## src/rtl/wb_stage.sv

```systemverilog
// Write-back pipeline stage: registers MEM results, extracts big-endian load data,
// picks the write-back source and drives the register file write port and retire counter.
module wb_stage (
   input  logic        clk,
   input  logic        rst,
   input  logic        stall,
   input  logic        flush,
   input  logic        in_valid,
   input  logic        in_reg_write,
   input  logic        in_mem_to_reg,
   input  logic        in_link,
   input  logic [2:0]  in_load_type,
   input  logic [4:0]  in_write_reg,
   input  logic [31:0] in_alu_result,
   input  logic [31:0] in_mem_rdata,
   input  logic [31:0] in_pc_plus8,
   output logic        RegWrite,
   output logic [4:0]  Write_reg,
   output logic [31:0] Data,
   output logic        wb_valid,
   output logic        misalign_err,
   output logic [31:0] retired_count
);

   localparam logic [2:0] LD_LW  = 3'b000;
   localparam logic [2:0] LD_LH  = 3'b001;
   localparam logic [2:0] LD_LHU = 3'b010;
   localparam logic [2:0] LD_LB  = 3'b011;
   localparam logic [2:0] LD_LBU = 3'b100;

   logic [1:0]  off;
   logic [7:0]  loadByte;
   logic [15:0] loadHalf;
   logic [31:0] loadData;
   logic        misaligned;
   logic [31:0] wbData;

   logic        valid_q,     valid_d;
   logic        regWrite_q,  regWrite_d;
   logic        misalign_q,  misalign_d;
   logic [4:0]  writeReg_q,  writeReg_d;
   logic [31:0] data_q,      data_d;
   logic [31:0] count_q,     count_d;

   assign off = in_alu_result[1:0];

   // Byte 0 is the most significant byte of the word (big-endian).
   always_comb begin
      loadByte   = in_mem_rdata[31:24];
      loadHalf   = off[1] ? in_mem_rdata[15:0] : in_mem_rdata[31:16];
      loadData   = in_mem_rdata;
      misaligned = 1'b0;
      case (off)
         2'd0:    loadByte = in_mem_rdata[31:24];
         2'd1:    loadByte = in_mem_rdata[23:16];
         2'd2:    loadByte = in_mem_rdata[15:8];
         default: loadByte = in_mem_rdata[7:0];
      endcase
      case (in_load_type)
         LD_LB: loadData = {{24{loadByte[7]}}, loadByte};
         LD_LBU: loadData = {24'h000000, loadByte};
         LD_LH: begin
            loadData   = {{16{loadHalf[15]}}, loadHalf};
            misaligned = off[0];
         end
         LD_LHU: begin
            loadData   = {16'h0000, loadHalf};
            misaligned = off[0];
         end
         default: begin
            loadData   = in_mem_rdata;
            misaligned = (off != 2'd0);
         end
      endcase
      if (!in_mem_to_reg || in_link) begin
         misaligned = 1'b0;
      end
      if (in_link) begin
         wbData = in_pc_plus8;
      end else if (in_mem_to_reg) begin
         wbData = loadData;
      end else begin
         wbData = in_alu_result;
      end
   end

   // Flush beats stall; a flushed bubble keeps the old index/data but never writes.
   always_comb begin
      valid_d    = valid_q;
      regWrite_d = regWrite_q;
      misalign_d = misalign_q;
      writeReg_d = writeReg_q;
      data_d     = data_q;
      count_d    = count_q;
      if (flush) begin
         valid_d    = 1'b0;
         regWrite_d = 1'b0;
         misalign_d = 1'b0;
      end else if (!stall) begin
         valid_d    = in_valid;
         regWrite_d = in_reg_write;
         misalign_d = misaligned;
         writeReg_d = in_write_reg;
         data_d     = wbData;
         if (in_valid && !misaligned) begin
            count_d = count_q + 32'd1;
         end
      end
   end

   always_ff @(posedge clk or posedge rst) begin
      if (rst) begin
         valid_q    <= 1'b0;
         regWrite_q <= 1'b0;
         misalign_q <= 1'b0;
         writeReg_q <= 5'd0;
         data_q     <= 32'd0;
         count_q    <= 32'd0;
      end else begin
         valid_q    <= valid_d;
         regWrite_q <= regWrite_d;
         misalign_q <= misalign_d;
         writeReg_q <= writeReg_d;
         data_q     <= data_d;
         count_q    <= count_d;
      end
   end

   assign wb_valid      = valid_q;
   assign misalign_err  = valid_q & misalign_q;
   assign RegWrite      = valid_q & regWrite_q & (writeReg_q != 5'd0) & ~misalign_q;
   assign Write_reg     = writeReg_q;
   assign Data          = data_q;
   assign retired_count = count_q;

endmodule

```

## config.mk

```make
export PLATFORM = sky130hd
export DESIGN_NAME = wb_stage
export DESIGN_NICKNAME = d
export VERILOG_FILES = /design/src/rtl/wb_stage.sv
export SDC_FILE = /design/constraint.sdc
export NUM_CORES = 1
export LEC_CHECK = 0
export CAP_MARGIN = 15
export CORE_UTILIZATION = 47
export DETAILED_ROUTE_END_ITERATION = 10
export GPL_ROUTABILITY_DRIVEN = 0
export PLACE_DENSITY = 0.92
export REMOVE_ABC_BUFFERS = 1
export SYNTH_ARGS = -nofsm -noshare
export SYNTH_HDL_FRONTEND = slang
export SYNTH_SLANG_ARGS = --single-unit
```

## constraint.sdc

```tcl
create_clock -name clk -period 3.8 [get_ports clk]
set_input_delay 0.38 -clock clk [delete_from_list [all_inputs] [get_ports clk]]
set_output_delay 0.38 -clock clk [all_outputs]
set_load 0.03 [all_outputs]
```

=== After elaboration in Yosys (flattened, before gate mapping) ===
Cells that the tools add are included.

* Register bits: 72
* Output and inout port bits: 72
* Word-level logic and storage cells: 45

* $add $sub $neg: 1
* Reduce and logical (&&, ||, !) cells: 11
* Muxes and demuxes: 13
* Bitwise gates (word level): 7
* Eq/ne operators: 7

{| class="wikitable"
|+ Operators with widths
! kind !! count
|-
| $pmux 32 s4 || 1
|-
| $mux 32 || 2
|-
| $add 32x1->32 const B || 1
|-
| $pmux 8 s3 || 1
|-
| $mux 16 || 1
|-
| $mux 1 || 7
|-
| $eq 3x2->1 const B || 2
|-
| $reduce_bool 5->1 || 1
|-
| $and 1x1->1 || 4
|-
| $reduce_or 2->1 || 2
|-
| $eq 3x1->1 const B || 1
|-
| $eq 3x3->1 const B || 1
|-
| $not 1->1 || 3
|-
| $reduce_and 3->1 || 1
|-
| $eq 2x1->1 const B || 1
|-
| $eq 2x2->1 const B || 1
|-
| $logic_not 1->1 || 2
|-
| $logic_not 2->1 || 1
|-
| $ne 2x1->1 const B || 1
|-
| $pmux 1 s2 || 1
|-
| $reduce_and 2->1 || 1
|-
| $reduce_bool 2->1 || 1
|-
| $logic_and 1x1->1 || 1
|-
| $logic_or 1x1->1 || 1
|}

=== Longest topological paths before layout ===
* Word-level depth: 7
* Depth in mapped cells: 7
* Depth with buffers taken out: 5

=== Worst setup path before layout ===
No wires, ideal clock.

* Path kind: reg-to-reg
* Start point: register count_q[7] (netlist: retired_count[7])
* End point: register count_q[31] (netlist: retired_count[31])
* Data required time: 3.720 ns
* Data arrival time: 1.714 ns
* Path slack: 2.006 ns
* Cell stages (with the launch flop): 6
* Library setup time: 0.080 ns
* Cell sequence: dfrtp_1 and4_1 nor3b_4 nand3_2 nor4_2 xor2_1

* Word-level cells in the longest chain between the ends: 1

{| class="wikitable"
|+ RTL lines
! what !! line !! RTL
|-
| start, declared || 43 || <nowiki>logic [31:0] count_q, count_d;</nowiki>
|-
| start signal, assigned || 125 || <nowiki>count_q <= count_d;</nowiki>
|-
| $add 32x1->32 || 106 || <nowiki>count_d = count_q + 32'd1;</nowiki>
|}

No other way between the ends.
A chain may end at the register's enable or synchronous reset.

=== Worst setup path after layout ===
* Start point: input in_load_type[1]
* End point: register count_q[17] (netlist: retired_count[17])

* Word-level cells in the longest chain between the ends: 7
* Elaborated cells on any way between the ends: 11

{| class="wikitable"
|+ RTL lines
! what !! line !! RTL
|-
| start, declared || 12 || <nowiki>input logic [2:0] in_load_type,</nowiki>
|-
| $eq 3x2->1, or another cell as far along || 59 || <nowiki>case (in_load_type)</nowiki>
|-
| $reduce_or 2->1 (no line) || - ||
|-
| $pmux 1 s2 (*) || 59 ||
|-
| $mux 1 (*) || 75 || <nowiki>if (!in_mem_to_reg || in_link) begin</nowiki>
|-
| $logic_not 1->1 (*) || 105 || <nowiki>if (in_valid && !misaligned) begin</nowiki>
|-
| $logic_and 1x1->1 (*) || 105 ||
|-
| $reduce_and 3->1 (no line) (*) || - ||
|}

Mark *: on every way between the ends. The rest lies on a longest branch, timed or not.

==> reports/qor.csv <==
stage;metric;value;unit
global_route;track_usage;0.299;
logic_synthesis;ys_seq_area_frac;0.416;
detailed_routing;drtPass1Iterations;8;
worst_setup_path;crit_type;input pin to flop;
floorplan;die_w;98.0;um
worst_setup_path;path_max_fanout;22;
hold_path;min_path_type;input pin to asynchronous set/reset pin;
logic_synthesis;ys_ff_latch;72;
global_route;grt_max_degree;47;
logic_synthesis;synth_most_common_cell;dfrtp_1;
global_route;grt_pass1_wl;22900;um
logic_synthesis;synthTopCellsByArea;dfrtp_1, a21oi_1, o21ai_0;
floorplan;ios;184;
sta;slew_headroom;0.457;
worst_setup_path;worstPathArrival;2790;ps
detailed_routing;wl_per_cell;19.0;um
final_layout;diodes;0;
placement;io_buffers;183;
cts;clk_path_buf_depth;2;
cts;insertion_delay;350;ps
power;power.static_leakage;2.74;nW
outcome;violations;design-rule violations;
final_layout;drive_above_1_share;0.0756;
final_layout;final-seq-area;1800;um^2
sta;setup_tns;0;ps
cts;tritoncts;yes;
detailed_routing;drcViolationCount;11;
floorplan;dieHeight;98.0;um
final_layout;multi_input_area;2340;um^2
logic_synthesis;synth_edf_count;0;
power;switching_share;0.337;
cts;cts_resized;0;
sta;min_period;2560;ps
power;pwr-share-comb;0.317;
cts;cts_root_buf;clkbuf_8;
final_layout;final_net_count;756;
floorplan;core_area;8810;um^2
final_layout;synthToLayoutAreaGrowth;48.4;%
global_route;gr-total-overflow;0;
worst_setup_path;startpoint_type;input pin;
power;p_switching;0.000802;W
detailed_routing;ant_nets;0;
cts;cts_setup_buffers;0;
power;ir_worst_vdd;0.000303;V
cts;cts_max_level;3;
cts;cts_inserted_buffers;9;
logic_synthesis;synthCells;474;
worst_setup_path;worstPathRequired;4020;ps
floorplan;rows;34;
logic_synthesis;ys_types;60;
logic_synthesis;synthFlopType;dfrtp_1;
job;cap_viol_max_count;0;
detailed_routing;vias;4510;
placement;place_inst;740;
final_layout;stdcell_count;756;
outcome;status;complete, but fails checks;
floorplan;dieArea;9600;um^2
detailed_routing;routed_wl;14300;um
logic_synthesis;synth_top_area_frac;0.416;
power;seqPwrFrac;0.390;
sta;finalCritPeriodShare;0.675;
sta;finalMaxSlewViolations;0;
cts;clk_pin_slew;90;ps
logic_synthesis;syn_area;4330;um^2
sta;hold_viol_final;0;
cts;hold_buffers;0;
logic_synthesis;syn_avg_cell_area;9.13;um^2
detailed_routing;drt_iter0_markers;281;
sta;skew;10.6;ps
logic_synthesis;synth_async_sr_flop_share;1.00;
sta;tightestPinTransition;814;ps
power;pwr-share-clk;0.293;
global_route;grt_pass1_vias;4673;
floorplan;initial_utilization;0.492;
sta;rsz0062_at_grt;no;
sta;setup_violations;0;
cts;clkSinkCount;72;
worst_setup_path;crit_path_end_kind;flop;
logic_synthesis;yosys_warnings;0;
global_route;antenna_found_initial;0;
power;p_per_area;370;nW/um^2
sta;clock.fmax;390;MHz
placement;hpwl;10400;um
power;intPower;0.00158;W
logic_synthesis;ys_top_cells_by_count;dfrtp_1, a21oi_1, o21ai_0;
logic_synthesis;yosysTopAreaCell;dfrtp_1;
detailed_routing;viasPerCell;5.97;
final_layout;n_fill_cell;652;
## path summary, 6_finish.rpt
kind | slack (ps) | to | startpoint | cells past startpoint
setup / recovery | 1240 | retired_count[17] | in_load_type[1] | 6
hold / removal | 440 | Data[29] | rst | 2
setup reg to reg | 1940 | retired_count[31] | retired_count[7] | 5
hold reg to reg | 500 | retired_count[31] | retired_count[31] | 1
max in group asynchronous | 2340 | Data[22] | rst | 3
min in group clk | 500 | retired_count[31] | retired_count[31] | 1
## metal layers
metal	GRT usage	share of wire	wire length, um	vias to the layer above
met1	0.364	0.40	5760	2152
met2	0.512	0.49	6960	231
met3	0.0523	0.073	1040	46
met4	0.148	0.040	575	0
met5	0	0	0	-
li1	-	-	-	2081
## kinds of logic after synthesis
group,Yosys count,share of synthesized area
compound gates,165,0.237
simple gates,147,0.196
mux,13,0.0364
buf+inv,43,0.0448
flops,72,0.416
fa+ha+maj,1,0.00289
xor+xnor,33,0.0668
## layout by cell type (no fill, tap or decap), drive strengths merged, types with 3 or more instances in the layout
cell type and n:
a21oi 53, clkdlybuf4s50 183, a221oi 7, a2bb2oi 6, nor3 17, o221ai 5
o32a 3, nand3 14, nor2 17, nand4 7, dfrtp 72, a211o 5
a221o 3, o21bai 7, buf 7, and4 3, nand2b 5, nor4b 3
xor2 15, and3 30, o21ai 65, mux2i 9, nand2 38, inv 14
nor3b 3, clkbuf 9, xnor2 18
## through the flow
| stage | hold WS, ps | utilization | cell area [um^2] | power [W] | setup WS (ps) |
|---|---|---|---|---|---|
| floorplan | 446 | - | 4180 | 0.00129 | 1410 |
| global placement | 465 | 0.704 | 6200 | 0.00166 | 1060 |
| detailed placement | 480 | 0.704 | 6200 | 0.00169 | 921 |
| CTS | 450 | 0.729 | 6420 | 0.00239 | 1270 |
| global route | 501 | 0.729 | 6420 | 0.00248 | 1130 |
| finish | 444 | 0.729 | 6420 | 0.00238 | 1240 |
## worst max-delay path, cell delays in order
cell             delay (ps)
clkdlybuf4s50_1         820
and3b_1                 450
or3_4                   430
o21ai_1                 380
nor3_1                  150
xor2_1                  170
## area by class of cell
class                           count  share of cell area
Clock buffer                        9              0.0193
Inverter                           11             0.00643
Sequential cell                    72               0.281
Multi-Input combinational cell    359               0.364
Clock inverter                      7              0.0156
Timing Repair Buffer              190               0.293
Tap cell                          108              0.0210
## power groups by stage
stage,clock network [W],registers [W],logic (W)
CTS,0.000711,0.000925,0.000754
floorplan,0,0.00110,0.000193
finish,0.000698,0.000927,0.000754
global placement,0,0.000931,0.000729
global route,0.000743,0.000939,0.000801
detailed placement,0,0.000939,0.000751
Note: power is estimated with default switching activity, not from simulation.
